===== src/rtl/frame_reader_pkg.sv =====
// Shared types for the SDRAM frame reader.
// FSM states, pixel bundle and the FIFO word-pair unpack helper.
package frame_reader_pkg;

  typedef enum logic [1:0] {
    IDLE,
    LOAD,
    STREAM,
    DONE
  } state_t;

  typedef struct packed {
    logic [9:0] r;
    logic [9:0] g;
    logic [9:0] b;
  } pixel_t;

  // RD1 = {0,G[9:5],B}, RD2 = {0,G[4:0],R}
  function automatic pixel_t unpack_rgb(
    input logic [15:0] rd1,
    input logic [15:0] rd2
  );
    pixel_t p;
    p.r = rd2[9:0];
    p.g = {rd1[14:10], rd2[14:10]};
    p.b = rd1[9:0];
    return p;
  endfunction

endpackage


===== src/rtl/frame_reader_unpack.sv =====
// Data stage: latch FIFO words one cycle after the read and unpack.
// FRAME_READER_TESTPAT_EN adds an 8-bar colour test pattern mux.
module frame_reader_unpack
  import frame_reader_pkg::*;
#(
  parameter int H_ACT = 640
) (
  input  logic        clk,
  input  logic        rst_n,
  input  logic        vld,
  input  logic [15:0] rd1_data,
  input  logic [15:0] rd2_data,
  input  logic [11:0] pix_x,
  input  logic        tp,
  output logic        dval,
  output pixel_t      pix
);

  pixel_t nxt;

`ifdef FRAME_READER_TESTPAT_EN
  logic [2:0] bar;

  // Pick FIFO data or the vertical bar colour for this column
  always_comb begin
    bar = 3'((32'(pix_x) * 8) / H_ACT);
    if (tp) begin
      nxt.r = {10{bar[2]}};
      nxt.g = {10{bar[1]}};
      nxt.b = {10{bar[0]}};
    end else begin
      nxt = unpack_rgb(rd1_data, rd2_data);
    end
  end
`else
  logic unused_tp;
  assign unused_tp = ^{tp, pix_x};
  assign nxt = unpack_rgb(rd1_data, rd2_data);
`endif

  // Register the pixel when the read issued last cycle returns
  always_ff @(posedge clk or negedge rst_n) begin
    if (!rst_n) begin
      dval <= 1'b0;
      pix  <= '0;
    end else begin
      dval <= vld;
      if (vld) pix <= nxt;
    end
  end

endmodule


===== src/rtl/sdram_frame_reader.sv =====
// Drains one frame from SDRAM read FIFOs RD1/RD2 into 10-bit RGB pixels.
// Optional test pattern: define FRAME_READER_TESTPAT_EN.
module sdram_frame_reader
  import frame_reader_pkg::*;
#(
  parameter int          H_ACT     = 640,
  parameter int          V_ACT     = 480,
  parameter logic [15:0] RD1_BASE  = 16'h0000,
  parameter logic [15:0] RD2_BASE  = 16'h0000,
  parameter logic [7:0]  BURST_LEN = 8'd128,
  parameter int          LOAD_CYC  = 4
) (
  input  logic        clk,
  input  logic        rst_n,
  input  logic        iFRAME_START,
  input  logic        iREQ,
  input  logic        iTESTPAT,
  input  logic [15:0] RD1_DATA,
  input  logic [15:0] RD2_DATA,
  output logic        RD1,
  output logic        RD2,
  output logic [15:0] RD1_ADDR,
  output logic [15:0] RD2_ADDR,
  output logic [15:0] RD1_MAX_ADDR,
  output logic [15:0] RD2_MAX_ADDR,
  output logic [7:0]  RD1_LENGTH,
  output logic [7:0]  RD2_LENGTH,
  output logic        RD1_LOAD,
  output logic        RD2_LOAD,
  output logic        RD1_CLK,
  output logic        RD2_CLK,
  output logic [9:0]  oRed,
  output logic [9:0]  oGreen,
  output logic [9:0]  oBlue,
  output logic        oDVAL,
  output logic [11:0] oX_Cont,
  output logic [15:0] oY_Cont,
  output logic [31:0] oFrame_Cont,
  output logic        oOVERRUN
);

  localparam int N_PIX = H_ACT * V_ACT;
  localparam int LW = $clog2(LOAD_CYC + 1);

  state_t        state, state_nxt;
  logic [LW-1:0] lcnt;
  logic [11:0]   x, x1;
  logic [15:0]   y, y1;
  logic          take, last, rd_gate;
  logic          v1, last1, tp1;
  pixel_t        pix;

  assign last = (x == 12'(H_ACT - 1)) && (y == 16'(V_ACT - 1));

`ifdef FRAME_READER_TESTPAT_EN
  assign rd_gate = take & ~iTESTPAT;
`else
  assign rd_gate = take;
`endif

  assign RD1          = rd_gate;
  assign RD2          = rd_gate;
  assign RD1_LOAD     = (state == LOAD);
  assign RD2_LOAD     = (state == LOAD);
  assign RD1_ADDR     = RD1_BASE;
  assign RD2_ADDR     = RD2_BASE;
  assign RD1_MAX_ADDR = RD1_BASE + 16'(N_PIX);
  assign RD2_MAX_ADDR = RD2_BASE + 16'(N_PIX);
  assign RD1_LENGTH   = BURST_LEN;
  assign RD2_LENGTH   = BURST_LEN;
  assign RD1_CLK      = clk;
  assign RD2_CLK      = clk;
  assign oRed         = pix.r;
  assign oGreen       = pix.g;
  assign oBlue        = pix.b;

  // Next state and read issue; frame start always wins
  always_comb begin
    state_nxt = state;
    take      = 1'b0;
    unique case (state)
      IDLE: if (iFRAME_START) state_nxt = LOAD;
      LOAD: begin
        if (iFRAME_START) state_nxt = LOAD;
        else if (lcnt == LW'(LOAD_CYC - 1)) state_nxt = STREAM;
      end
      STREAM: begin
        if (iFRAME_START) state_nxt = LOAD;
        else if (iREQ) begin
          take = 1'b1;
          if (last) state_nxt = DONE;
        end
      end
      DONE: if (iFRAME_START) state_nxt = LOAD;
      default: state_nxt = IDLE;
    endcase
  end

  // State register
  always_ff @(posedge clk or negedge rst_n) begin
    if (!rst_n) state <= IDLE;
    else        state <= state_nxt;
  end

  // Load timer and x/y read position, cleared on frame start
  always_ff @(posedge clk or negedge rst_n) begin
    if (!rst_n) begin
      lcnt <= '0;
      x    <= '0;
      y    <= '0;
    end else if (iFRAME_START) begin
      lcnt <= '0;
      x    <= '0;
      y    <= '0;
    end else begin
      if (state == LOAD) lcnt <= lcnt + 1'b1;
      if (take) begin
        if (x == 12'(H_ACT - 1)) begin
          x <= '0;
          y <= y + 16'd1;
        end else begin
          x <= x + 12'd1;
        end
      end
    end
  end

  // Sticky overrun: request outside STREAM, cleared by a new load
  always_ff @(posedge clk or negedge rst_n) begin
    if (!rst_n) oOVERRUN <= 1'b0;
    else if (iFRAME_START) oOVERRUN <= 1'b0;
    else if (iREQ && state != STREAM) oOVERRUN <= 1'b1;
  end

  // Position tags travel with the read to align with oDVAL
  always_ff @(posedge clk or negedge rst_n) begin
    if (!rst_n) begin
      v1          <= 1'b0;
      x1          <= '0;
      y1          <= '0;
      last1       <= 1'b0;
      tp1         <= 1'b0;
      oX_Cont     <= '0;
      oY_Cont     <= '0;
      oFrame_Cont <= '0;
    end else begin
      v1 <= take;
      if (take) begin
        x1    <= x;
        y1    <= y;
        last1 <= last;
        tp1   <= iTESTPAT;
      end
      if (v1) begin
        oX_Cont <= x1;
        oY_Cont <= y1;
        if (last1) oFrame_Cont <= oFrame_Cont + 32'd1;
      end
    end
  end

  frame_reader_unpack #(
    .H_ACT(H_ACT)
  ) u_unpack (
    .clk     (clk),
    .rst_n   (rst_n),
    .vld     (v1),
    .rd1_data(RD1_DATA),
    .rd2_data(RD2_DATA),
    .pix_x   (x1),
    .tp      (tp1),
    .dval    (oDVAL),
    .pix     (pix)
  );

endmodule


===== config.mk =====
export PLATFORM = sky130hd
export DESIGN_NAME = sdram_frame_reader
export DESIGN_NICKNAME = d
export VERILOG_FILES = /design/src/rtl/frame_reader_pkg.sv /design/src/rtl/frame_reader_unpack.sv /design/src/rtl/sdram_frame_reader.sv
export SDC_FILE = /design/constraint.sdc
export NUM_CORES = 1
export LEC_CHECK = 0
export CORE_MARGIN = 1.5
export CORE_UTILIZATION = 43
export CTS_CLUSTER_SIZE = 10
export DETAILED_ROUTE_END_ITERATION = 16
export GPL_TIMING_DRIVEN = 1
export PLACE_DENSITY = 0.86
export RECOVER_POWER = 50
export SLEW_MARGIN = 20
export SYNTH_ARGS = -nofsm -noshare
export SYNTH_HDL_FRONTEND = slang
export SYNTH_SLANG_ARGS = --single-unit

===== constraint.sdc =====
create_clock -name clk -period 1.98 [get_ports clk]
set_clock_uncertainty 0.15 [all_clocks]
set_input_delay 0.396 -clock clk [delete_from_list [all_inputs] [get_ports clk]]
set_output_delay 0.396 -clock clk [all_outputs]
set_load 0.1 [all_outputs]

After elaboration in Yosys (flattened, before gate mapping)

Index checks and enable logic that the tools add are counted.

Multiplexer cells: 20
Add/subtract/negate cells: 4
Reduce and logical (&&, ||, !) cells: 11
Eq/ne operators: 11

Operators by type and width:

| cell                                                                     | count |
|---|---|
| 16-bit 2-to-1 mux                                                        | 3 |
| 12-bit 2-to-1 mux                                                        | 3 |
| 32-bit by 1-bit adder with 32-bit output (second input constant)         | 1 |
| 16-bit by 1-bit adder with 16-bit output (second input constant)         | 1 |
| 16-bit by 9-bit == test with 1-bit output (second input constant)        | 1 |
| 12-bit by 1-bit adder with 12-bit output (second input constant)         | 1 |
| 12-bit by 10-bit == test with 1-bit output (second input constant)       | 1 |
| 2-bit 2-to-1 mux                                                         | 6 |
| 2-bit nonzero test                                                       | 4 |
| 3-bit 2-to-1 mux                                                         | 2 |
| 3-bit inequality test (second input constant)                            | 2 |
| 2-bit case mux with 3 select lines                                       | 1 |
| 1-bit 2-to-1 mux                                                         | 5 |
| 2-bit == test (second input constant)                                    | 2 |
| 2-bit AND reduction                                                      | 2 |
| 4-bit AND reduction                                                      | 1 |
| 3-bit by 1-bit adder with 3-bit output (second input constant)           | 1 |
| 3-bit by 2-bit == test with 1-bit output (second input constant)         | 1 |
| 3-bit by 2-bit inequality test with 1-bit output (second input constant) | 1 |
| 2-bit by 1-bit == test with 1-bit output (second input constant)         | 1 |
| 1-bit logical AND                                                        | 2 |
| 2-bit logical NOT                                                        | 1 |
| 2-bit by 1-bit inequality test with 1-bit output (second input constant) | 1 |
| 2-bit inequality test (second input constant)                            | 1 |
| 2-bit OR reduction                                                       | 1 |

Output and inout bits: 178
Input bits: 37
Register bits after elaboration: 155

Depth between registers and ports, before layout

Gate-level depths: netlist of run 1.

Depth in word-level cells: 6
Gate-level depth with buffers: 8
Mapped depth without buffers: 7

By module

From an unflattened synthesis of run 1, not the netlist that was laid out.

Cells, all modules: 649
Area total of the unflattened synthesis: 7279.5 um^2

By module, submodules not included:

| module              | area each (um^2) | times used | cells each |
|---|---|---|---|
| sdram_frame_reader  | 6019.5           | 1          | 585 |
| frame_reader_unpack | 1260.0           | 1          | 64 |

==> results of run 1 <==
==> where the power goes <==
group	switching, mW	total [mW]	internal [mW]
clock	1.70	3.82	2.12
sequential	0.269	3.70	3.44
combinational	3.09	4.54	1.44
total	5.06	12.1	7.00
==> placed cells by master, fill, tap and decap left out, types with 8 or more instances in the layout <==
cell and instances:
nor2_1 40, mux2_2 87, xor2_1 30, dfrtp_2 8
buf_12 96, dfrtp_1 129, buf_4 68, nand4_1 18
inv_1 8, clkbuf_16 22, xnor2_1 23, nand3_1 25
clkdlybuf4s50_1 32, conb_1 80, nand2_1 28, and3_1 8
dfrtp_4 18
==> critical path, delay by kind of cell, from the launching register on <==
family / cells / cell delay, ns
adders and majority gates: 1 / 0.19
DFF: 1 / 0.42
buffers and inverters: 2 / 0.37
and+or+nand+nor: 1 / 0.07
==> how the worst min path moves through the flow <==
stage               slack, ns         from  cells past startpoint              end
floorplan               -0.05        rst_n                      0            last1
global placement         0.17        rst_n                      1  oFrame_Cont[15]
detailed placement       0.18        rst_n                      1  oFrame_Cont[15]
CTS                      0.19        rst_n                      2  oFrame_Cont[15]
global route             0.32  RD1_DATA[2]                      2  u_unpack.pix[2]
finish                   0.33  RD1_DATA[7]                      2  u_unpack.pix[7]
==> layer usage <==
layer  up-vias  routed length, µm
li1       2301                  -
met1      2434               6290
met2       177               8550
met3        16                708
met4         0                174
met5         -                  0
==> kinds of logic after synthesis <==
| family | count (synthesis) | synth area share (%) |
|---|---|---|
| flops | 155 | 54.3 |
| other cells | 2 | 0.105 |
| fa+ha+maj | 8 | 1.40 |
| simple gates | 159 | 11.5 |
| compound gates | 22 | 1.86 |
| xor+xnor | 53 | 6.50 |
| mux | 89 | 14.0 |
| buf+inv | 111 | 10.4 |
==> stage by stage <==
stage               setup TNS [ns]  hold slack, ns  cell area, µm²  instances  power, mW
floorplan                    -1.73         -0.0496            7590        677       7.20
global placement             -3.48           0.173            9960        993       8.52
detailed placement           -4.74           0.176            9960        993       8.60
CTS                         -0.568           0.191           10700       1033       12.1
global route                 -4.69           0.318           10700       1039       12.5
finish                      -0.543           0.329           10700       1039       12.1
==> registers in the layout (all words and copies together), names as in the netlist <==
register and count:
y1 16, u_unpack.dval 1, oX_Cont 12, x 12, oY_Cont 16, u_unpack.pix 30
state 2, lcnt 3, last1 1, oFrame_Cont 32, oOVERRUN 1, y 16
v1 1, x1 12
==> repair_timing <==
| item | CTS | global route |
|---|---|---|
| endpoints found under the hold margin | 136 | 0 |
| buffers inserted | 4 | 7 |
| hold buffers | 1 | 0 |
| setup endpoints to repair | 8 | 21 |
| resized for setup | 17 | 16 |
| pin swaps | 4 | 3 |
==> cell type report <==
| type | count | area share (%) |
|---|---|---|
| sequential | 155 | 36.9 |
| multi-input combinational | 411 | 27.6 |
| timing repair buffer | 208 | 26.3 |
| clock buffer | 26 | 5.43 |
| tap | 216 | 2.52 |
| clock inverter | 12 | 0.851 |
| inverter | 11 | 0.420 |
==> run summary, run 1 <==
GRT
--------------------------------------------------------------------------------------
Met3 usage                                                                       5.07%
GR peak layer                                                                     met2
Largest net degree at the start of global routing                                   38
Antenna violations before repair                                                     0
Via count of the first global-routing pass                                        5138
Overall overflow remaining after global route                                        0
Global routing usage on met1                                                     21.7%
Wire length of the first global-routing pass                                  25900 µm
Met2 layer usage reported by global route                                        33.6%
Global-route total usage across every layer                                      18.8%

CRITICAL PATH
--------------------------------------------------------------------------------------
Setup crit end                                                                     RD2
Slowest cell delay on critical path                                            0.42 ns
Critical Path Fanout Max                                                             3
Beginning of the worst register-to-register path                          oFrame_Cont[10]
Crit path launch                                                              state[1]
Arrival time worst endpoint                                                    1.59 ns
Standard cell with the maximum stage delay on the critical path                dfrtp_1
CP endpoint kind                                                            output pin
Required time of the critical path                                             1.43 ns
Startpoint kind of the worst setup timing path                               flip-flop
Worst reg2reg path endpoint                                               oFrame_Cont[31]
Cells traversed along the worst timing path                               ha_4 -> nand3_4 -> clkinvlp_4 -> buf_12
Reg2Reg Setup Slack                                                           -0.08 ns
R2r worst-path depth                                                                 5
WS Path Type                                                              flip-flop to output pin

DIE
--------------------------------------------------------------------------------------
Die area                                                                     17400 µm²
Placeable core area                                                          16100 µm²
Overall die height                                                              132 µm
Effective utilization at floorplan                                               44.5%
Standard-cell row count                                                             46
I/O pin cnt                                                                        215
Die Wd                                                                          132 µm

YOSYS
--------------------------------------------------------------------------------------
Async set or reset register ratio after synthesis                                 100%
Avg Synthesized Cell Area                                                     11.9 µm²
Top cells by instance count after synthesis                               155 x dfrtp_1, 87 x mux2_2, 84 x buf_4, 44 x nor2_1, 30 x xor2_1
Flop and latch count out of synthesis                                              155
Top FF cell, synth                                                             dfrtp_1
Top post-synthesis cells by area                                          dfrtp_1 54%, mux2_2 14%, buf_4 8.8%, xor2_1 3.7%, xnor2_1 2.8%
Combined area of all synthesized cells                                        7140 µm²
Cell taking the most area after synthesis                                      dfrtp_1
Most numerous cell in the Yosys netlist                                        dfrtp_1
Part of the Yosys area used for sequential elements                              54.3%
Yosys top cell area share                                                        54.3%
Number of cells produced by synthesis                                              599
Warnings from Yosys                                                                  0
Number of distinct standard cells referenced by the synthesized netlist             44
EDFF count, synth                                                                    0

PLACED DESIGN
--------------------------------------------------------------------------------------
Post-DP HPWL                                                                  11500 µm
I/O Buffers                                                                        131
Worst setup slack after placement                                            -0.496 ns
Placer congestion estimate                                                       0.839

TIMING
--------------------------------------------------------------------------------------
Minimum period implied by the final worst setup slack                          2.13 ns
Final hold violation count                                                           0
Worst max-slew margin expressed relative to the limit                            38.6%
Maximum clock frequency                                                        469 MHz
Unrepaired setup endpoints after global routing                                   true
Crit share post-route                                                             108%
Fin. max-slew vios                                                                   0
Final Setup Violations                                                               7
Slew at the pin with the worst max-slew slack                                 0.921 ns
Fin worst setup slack                                                        -0.152 ns

FINISH
--------------------------------------------------------------------------------------
Share of layout cells above drive strength 1                                     42.3%
Antenna cells                                                                        0
Area of the multi-input gates                                                 2960 µm²
Number of fillers in the final layout                                             1107
Total area of sequential cells                                                3960 µm²
Final standard cell utilization of the core                                      66.9%
Total number of nets in the final design                                           855
Area growth syn-to-layout                                                        50.3%

DETAILED ROUTING
--------------------------------------------------------------------------------------
Routed wirelength normalized by instance count                                 15.1 µm
Count of routing violations after the opening detailed-route iteration             248
Number of remaining DRC errors                                                       0
Drt total wl                                                                  15700 µm
First-pass detailed-route iteration total                                            4
Routed via count                                                                  4928
Remaining number of nets flagged by the antenna check after routing                  0
Per-cell via count in the routed design                                           4.74

POWER
--------------------------------------------------------------------------------------
Static Leakage                                                                 5.02 nW
Peak supply drop                                                               1.46 mV
Power density cells                                                        1120 nW/µm²

CLOCKING
--------------------------------------------------------------------------------------
Clock tree from TritonCTS                                                        built
Clock latency on the worst-skew pair                                           0.53 ns
Clock transition at the registers of the reported paths                        0.06 ns

WORST HOLD PATH
--------------------------------------------------------------------------------------
Min-delay worst type                                                      primary input to flip-flop

RUN STATUS
--------------------------------------------------------------------------------------
Outcome                                                                   finished with violations
Violations in the final reports                                           negative setup slack

FLOW RUN
--------------------------------------------------------------------------------------
Max-Cap Viols                                                                        0

(Power assumes the default switching activity.)
==> run 2: changes to the inputs <==
--- a/config.mk
+++ b/config.mk
@@ -7,7 +7,7 @@
 export LEC_CHECK = 0
 export CORE_MARGIN = 1.5
 export CORE_UTILIZATION = 43
-export CTS_CLUSTER_SIZE = 10
+export CTS_CLUSTER_SIZE = 40
 export DETAILED_ROUTE_END_ITERATION = 16
 export GPL_TIMING_DRIVEN = 1
 export PLACE_DENSITY = 0.86
==> constraint.sdc (replaced) <==
create_clock -name clk -period 1.98 [get_ports clk]
set_clock_uncertainty 0.15 [all_clocks]
set_input_delay 0.594 -clock clk [delete_from_list [all_inputs] [get_ports clk]]
set_output_delay 0.594 -clock clk [all_outputs]
set_load 0.1 [all_outputs]
==> run 2 against run 1 <==
Count of clock-buffer cells in the layout grew 2. Power grew 5.4%. Critical path depth is the same. Clock power grew 14%. Final cell count grew 2.5%. Die area is the same. Sequential power is essentially flat. The flow still finishes with violations (negative setup slack). Critical path type unchanged. Cell area grew 4.6%. Global-route usage grew 1.7 points. Hold slack gained 0.023 ns. Setup slack lost 0.26 ns. Maximum frequency shrank 11%.
==> run summary, run 2 (synthesis results as in run 1) <==
CRITICAL PATH
-------------------------------------------------------------------------------------
Required time of the critical path                                            1.24 ns   -0.19 ns
Startpoint kind of the worst setup timing path                              flip-flop
Critical Path Fanout Max                                                            3   unchanged
Cells traversed along the worst timing path                              ha_4 -> nand3_4 -> clkinvlp_4 -> buf_12
Slowest cell delay on critical path                                           0.43 ns   about the same
Arrival time worst endpoint                                                   1.64 ns   +0.05 ns
Standard cell with the maximum stage delay on the critical path               dfrtp_1
Number of buffer and inverter instances along the worst setup path                  2   unchanged
WS Path Type                                                             flip-flop to output pin
CP endpoint kind                                                           output pin
Crit path max-delay family                                                 flip-flops

TIMING
-------------------------------------------------------------------------------------
Worst max-slew margin expressed relative to the limit                           37.6%   -1.0 points
Maximum clock frequency                                                       419 MHz   -11%
Final Setup Violations                                                             90   +83
Fin worst setup slack                                                       -0.408 ns   -0.256 ns
Minimum period implied by the final worst setup slack                         2.39 ns   +0.256 ns
Slew at the pin with the worst max-slew slack                                0.936 ns   +0.0153 ns
Final hold violation count                                                          0   unchanged
Fin. max-slew vios                                                                  0   unchanged
Unrepaired setup endpoints after global routing                                  true
Crit share post-route                                                            121%   +13 points

GRT
-------------------------------------------------------------------------------------
Overall overflow remaining after global route                                       0   unchanged
Via count of the first global-routing pass                                       5415   +5.4%
Largest net degree at the start of global routing                                  40   +5.3%
Global-route total usage across every layer                                     20.5%   +1.7 points
Antenna violations before repair                                                    0   unchanged
Wire length of the first global-routing pass                                 28100 µm   +8.4%

POWER
-------------------------------------------------------------------------------------
Static Leakage                                                                5.28 nW   +5.1%
Overall power consumption                                                     12.7 mW   +5.4%
Power density cells                                                       1130 nW/µm²   +0.80%
Relative contribution of the clock network to total power                       34.3%   +2.6 points
Peak supply drop                                                              2.10 mV   +44%
Switching power as a share of total power                                       40.2%   -1.7 points
Switching power                                                               5.11 mW   +1.0%
Total internal power                                                          7.60 mW   +8.5%
Proportion of power drawn by combinational gates                                36.5%   -1.1 points
Power share of the sequential group                                             29.2%   -1.5 points

DIE
-------------------------------------------------------------------------------------
Die Wd                                                                         132 µm   unchanged
Placeable core area                                                         16100 µm²   unchanged
Standard-cell row count                                                            46   unchanged
Effective utilization at floorplan                                              44.5%   unchanged
Overall die height                                                             132 µm   unchanged
Die area                                                                    17400 µm²   unchanged
I/O pin cnt                                                                       215   unchanged

FINISH
-------------------------------------------------------------------------------------
Most frequent cells in the layout                                        126 x dfrtp_1, 98 x buf_12, 87 x mux2_2, 80 x conb_1, 75 x buf_4
Antenna cells                                                                       0   unchanged
Total number of nets in the final design                                          881   +3.0%
Number of fillers in the final layout                                            1014   -8.4%
Total area of sequential cells                                               3960 µm²   about the same
Share of layout cells above drive strength 1                                    46.5%   +4.2 points
Area of the multi-input gates                                                3070 µm²   +3.5%
Number of flip-flops in the largest register                                       32   unchanged
Registers with the most flip-flops                                       oFrame_Cont: 32 flops, u_unpack.pix: 30 flops
Most common cell after layout, fill and taps aside                            dfrtp_1
Biggest register                                                          oFrame_Cont
Area growth syn-to-layout                                                       57.1%

DETAILED ROUTING
-------------------------------------------------------------------------------------
Number of remaining DRC errors                                                      0   unchanged
Remaining number of nets flagged by the antenna check after routing                 0   unchanged
Routed wirelength normalized by instance count                                16.8 µm   +11%
Per-cell via count in the routed design                                          4.94   +4.2%
First-pass detailed-route iteration total                                           5   +1
Routed via count                                                                 5262   +6.8%
Drt total wl                                                                 17900 µm   +14%
Count of routing violations after the opening detailed-route iteration            241   -2.8%

PLACED DESIGN
-------------------------------------------------------------------------------------
Placer congestion estimate                                                      0.806   -3.9%
Worst setup slack after placement                                           -0.694 ns   -0.198 ns
Post-DP HPWL                                                                 11700 µm   +2.2%
I/O Buffers                                                                       131   unchanged

CLOCKING
-------------------------------------------------------------------------------------
Clock transition at the registers of the reported paths                       0.06 ns   about the same
Clock latency on the worst-skew pair                                          0.54 ns   about the same
Clock tree from TritonCTS                                                       built

FLOW RUN
-------------------------------------------------------------------------------------
Max-Cap Viols                                                                       0   unchanged

RUN STATUS
-------------------------------------------------------------------------------------
Outcome                                                                  finished with violations
Violations in the final reports                                          negative setup slack

WORST HOLD PATH
-------------------------------------------------------------------------------------
Min-delay worst type                                                     flip-flop to flip-flop

-- run 2: changes by cell type in the layout (fill, tap and decap cells not counted), sizes merged --
cell,delta
buf,+29
bufinv,+4
clkbuf,-1
clkdlybuf4s50,-2
clkinv,-1
clkinvlp,-5
dlygate4sd2,+2
-- run 2: path summary, 6_finish.rpt --
check	endpoint	slack [ns]	depth (start not counted)	from
setup / recovery	RD1	-0.41	4	state[1]
hold / removal	oY_Cont[6]	0.35	1	y1[6]
setup reg to reg	y[9]	-0.19	10	state[0]
hold reg to reg	oY_Cont[6]	0.35	1	y1[6]
max in group asynchronous	x1[4]	0.14	3	rst_n
min in group asynchronous	u_unpack.pix[9]	0.59	2	rst_n
-- run 2: area by class of cell --
type                            count  share of cell area (%)
Multi-Input combinational cell    411                    27.3
Clock inverter                     10                    1.47
Tap cell                          216                    2.41
Timing Repair Buffer              234                    27.7
Sequential cell                   155                    35.3
Inverter                           11                   0.446
Clock buffer                       28                    5.34
-- run 2: power by group through the flow --
stage / clock network (mW) / logic [mW] / registers [mW]
final: 4.36 / 4.64 / 3.71
after CTS: 4.45 / 4.52 / 3.71
after floorplan: 0.381 / 1.62 / 5.19
after detailed placement: 0.397 / 4.44 / 3.77
after global routing: 4.59 / 4.76 / 3.74
after global placement: 0.397 / 4.38 / 3.74
-- run 2: per-layer routing --
metal | part of all wire, % | GRT usage (%) | up-vias
met5 | 0 | 0 | -
met4 | 1.6 | 7.65 | 0
met3 | 5.0 | 5.69 | 29
met2 | 56 | 36.9 | 193
met1 | 37 | 23.2 | 2680
li1 | - | - | 2360
-- run 2: worst register-to-register path, stage by stage (launching register included) --
cell	delay, ns
dfrtp_1	0.39
inv_2	0.09
ha_4	0.16
buf_4	0.11
buf_6	0.10
and2_4	0.14
a41o_1	0.26
buf_6	0.17
nand4_1	0.16
xor2_1	0.23
nor2_1	0.08
-- run 2: timing repair --
item | CTS | global route
gates cloned | 0 | 0
setup endpoints to repair | 29 | 98
hold buffers | 1 | 0
resized for setup | 38 | 40
setup buffers | 22 | 15
endpoints found under the hold margin | 30 | 0
pin swaps | 1 | 22
-- run 2: through the flow --
step | hold WS, ns | area [µm²] | TNS (ns) | instances | util (%)
6_report | 0.352 | 11200 | -11.49 | 1065 | 69.9
5_1_grt | 0.372 | 11200 | -23.08 | 1065 | 69.9
4_1_cts | 0.353 | 11000 | -3.16 | 1051 | 68.5
3_5_place_dp | 0.340 | 9990 | -25.63 | 992 | 62.2
3_3_place_gp | 0.336 | 9990 | -22.50 | 992 | 62.2
2_1_floorplan | 0.148 | 7650 | -2.48 | 677 | -
==> run 3: changes to the inputs <==
--- a/config.mk
+++ b/config.mk
@@ -5,6 +5,7 @@
 export SDC_FILE = /design/constraint.sdc
 export NUM_CORES = 1
 export LEC_CHECK = 0
+export CORE_ASPECT_RATIO = 0.75
 export CORE_MARGIN = 1.5
 export CORE_UTILIZATION = 43
 export CTS_CLUSTER_SIZE = 40
==> run 3 against run 2 <==
The run still ends with negative setup slack left. Count of clock-buffer cells in the layout fell by 3. Die area barely moved. Sequential power barely moved. Global-route usage fell by 1.1 points. Critical path depth rose by 1. Clock power fell by 4%. Final cell count fell by 1.5%. Flip-flop and latch count did not move. Non-clock buffer count fell by 11. Utilization fell by 1.3 points. Register-to-register slack improved by 0.07 ns. First-iteration DRC count rose by 22%. Critical path type unchanged. Largest power group unchanged. Highest routed layer unchanged.
==> run summary, run 3 (synthesis results as in run 1) <==
DIE
-------------------------------------------------------------------------------------
Die area                                                                    17400 µm²   about the same
Overall die height                                                             115 µm   -13%
Standard-cell row count                                                            40   -13%
Effective utilization at floorplan                                              44.3%   -0.16 points
Die Wd                                                                         152 µm   +15%
Placeable core area                                                         16100 µm²   +0.36%
I/O pin cnt                                                                       215   unchanged

TIMING
-------------------------------------------------------------------------------------
Fin worst setup slack                                                       -0.338 ns   +0.0703 ns
Final Setup Violations                                                             35   -61%
Unrepaired setup endpoints after global routing                                  true
Minimum period implied by the final worst setup slack                         2.32 ns   -0.0703 ns
Maximum clock frequency                                                       431 MHz   +3.0%
Slew at the pin with the worst max-slew slack                                0.832 ns   -0.104 ns
Fin. max-slew vios                                                                  0   unchanged
Worst max-slew margin expressed relative to the limit                           44.6%   +7.0 points
Crit share post-route                                                            117%   -3.5 points
Final hold slack                                                             0.329 ns   -0.0232 ns
Final hold violation count                                                          0   unchanged

POWER
-------------------------------------------------------------------------------------
Overall power consumption                                                     12.5 mW   -1.4%
Power density cells                                                       1130 nW/µm²   +0.16%
Peak supply drop                                                              1.28 mV   -39%
Static Leakage                                                                5.18 nW   -1.9%

PLACED DESIGN
-------------------------------------------------------------------------------------
Dpl cell area                                                                9980 µm²   -0.15%
Number of cells in the design after placement                                     985   -0.71%
I/O Buffers                                                                       131   unchanged
Post-DP HPWL                                                                 11500 µm   -2.3%
Placer congestion estimate                                                      0.836   +3.7%
Worst setup slack after placement                                           -0.694 ns   unchanged

CRITICAL PATH
-------------------------------------------------------------------------------------
Standard cell with the maximum stage delay on the critical path               dfrtp_1
Slowest cell delay on critical path                                           0.40 ns   -0.03 ns
WS Path Type                                                             flip-flop to output pin
Number of buffer and inverter instances along the worst setup path                  3   +1
CP endpoint kind                                                           output pin
Arrival time worst endpoint                                                   1.57 ns   -0.07 ns
Critical Path Fanout Max                                                            3   unchanged
Cells traversed along the worst timing path                              inv_2 -> ha_4 -> nand3_4 -> clkinvlp_4 -> buf_12
Startpoint kind of the worst setup timing path                              flip-flop
Crit path max-delay family                                               buffers and inverters
Required time of the critical path                                            1.24 ns   about the same

FINISH
-------------------------------------------------------------------------------------
Cell area after layout                                                      11100 µm²   -1.5%
Area of the multi-input gates                                                3020 µm²   -1.7%
Number of fillers in the final layout                                            1135   +12%
Number of flip-flops in the largest register                                       32   unchanged
Registers with the most flip-flops                                       oFrame_Cont: 32 flops, u_unpack.pix: 30 flops
Total area of sequential cells                                               3960 µm²   unchanged
Total number of nets in the final design                                          870   -1.2%
Most frequent cells in the layout                                        126 x dfrtp_1, 98 x buf_12, 87 x mux2_2, 80 x conb_1, 69 x buf_4
Most common cell after layout, fill and taps aside                            dfrtp_1
Biggest register                                                          oFrame_Cont
Share of layout cells above drive strength 1                                    44.2%   -2.4 points
Post-Layout Cell Count                                                           1049   -1.5%
Area growth syn-to-layout                                                       54.7%

GRT
-------------------------------------------------------------------------------------
Antenna violations before repair                                                    1   +1
Global routing usage on met1                                                    24.5%   +1.3 points
Met3 usage                                                                      6.43%   +0.74 points
Met2 layer usage reported by global route                                       31.6%   -5.3 points
Overall overflow remaining after global route                                       0   unchanged
Via count of the first global-routing pass                                       5133   -5.2%
GR peak layer                                                                    met2
Global-route total usage across every layer                                     19.4%   -1.1 points
Wire length of the first global-routing pass                                 26200 µm   -6.7%
Largest net degree at the start of global routing                                  54   +35%

WORST HOLD PATH
-------------------------------------------------------------------------------------
Min-delay worst type                                                     flip-flop to flip-flop

CLOCKING
-------------------------------------------------------------------------------------
Clock latency on the worst-skew pair                                          0.53 ns   about the same
Clock transition at the registers of the reported paths                       0.06 ns   about the same
Clock tree from TritonCTS                                                       built

DETAILED ROUTING
-------------------------------------------------------------------------------------
Routed via count                                                                 5024   -4.5%
Remaining number of nets flagged by the antenna check after routing                 0   unchanged
Routed wirelength normalized by instance count                                15.9 µm   -5.3%
Count of routing violations after the opening detailed-route iteration            293   +22%
First-pass detailed-route iteration total                                           4   -1
Drt total wl                                                                 16700 µm   -6.7%
Per-cell via count in the routed design                                          4.79   -3.1%
Number of remaining DRC errors                                                      0   unchanged

RUN STATUS
-------------------------------------------------------------------------------------
Violations in the final reports                                          negative setup slack
Outcome                                                                  finished with violations

FLOW RUN
-------------------------------------------------------------------------------------
Max-Cap Viols                                                                       0   unchanged

run 3: power by group:
| part | total [mW] | switching, mW | internal, mW | leakage (nW) |
|---|---|---|---|---|
| combinational | 4.64 | 3.14 | 1.51 | 2.75 |
| clock | 4.19 | 1.74 | 2.45 | 0.353 |
| sequential | 3.70 | 0.267 | 3.44 | 2.08 |
run 3: final timing paths:
check | start | end | slack, ns | cells after the start
worst min-delay path | y1[1] | y1[1] | 0.33 | 2
worst max-delay path | state[0] | RD2 | -0.34 | 5
worst max register to register | oFrame_Cont[0] | oFrame_Cont[18] | -0.12 | 7
worst min register to register | y1[1] | y1[1] | 0.33 | 2
min in group asynchronous | rst_n | oFrame_Cont[10] | 0.56 | 2
max in group asynchronous | rst_n | u_unpack.pix[15] | 0.18 | 3
run 3: routing by layer:
metal / vias to the layer above / wire length, µm
met1: 2487 / 7240
met4: 0 / 121
met2: 172 / 8510
met3: 17 / 849
met5: - / 0
li1: 2348 / -
run 3: what timing repair did:
action | 4_1_cts | 5_1_grt
setup buffers | 20 | 6
endpoints found under the hold margin | 50 | 0
pin swaps | 5 | 13
endpoints found under the setup margin | 30 | 53
cloned | 0 | 1
hold buffers | 1 | 0
resized for setup | 39 | 20
run 3: cell type report:
cell class	count	share of cell area (%)
inverters	11	0.476
multi-input cells	411	27.3
clock buffers	25	5.41
clock inverters	13	1.30
repair buffers	223	27.3
flip-flops and latches	155	35.8
diodes	1	0.0226
well taps	210	2.38
run 3: tightest hold or removal path, stage by stage, from the launching register on:
cell     delay [ns]
dfrtp_1        0.34
nand2_1        0.05
o21ai_0        0.06
run 3: per-stage QoR:
step           TNS, ns  util, %
4_1_cts          -3.42     68.0
3_3_place_gp    -17.28     61.9
6_report         -3.30     68.6
3_5_place_dp    -18.97     61.9
5_1_grt          -6.00     68.6
2_1_floorplan    -2.48        -
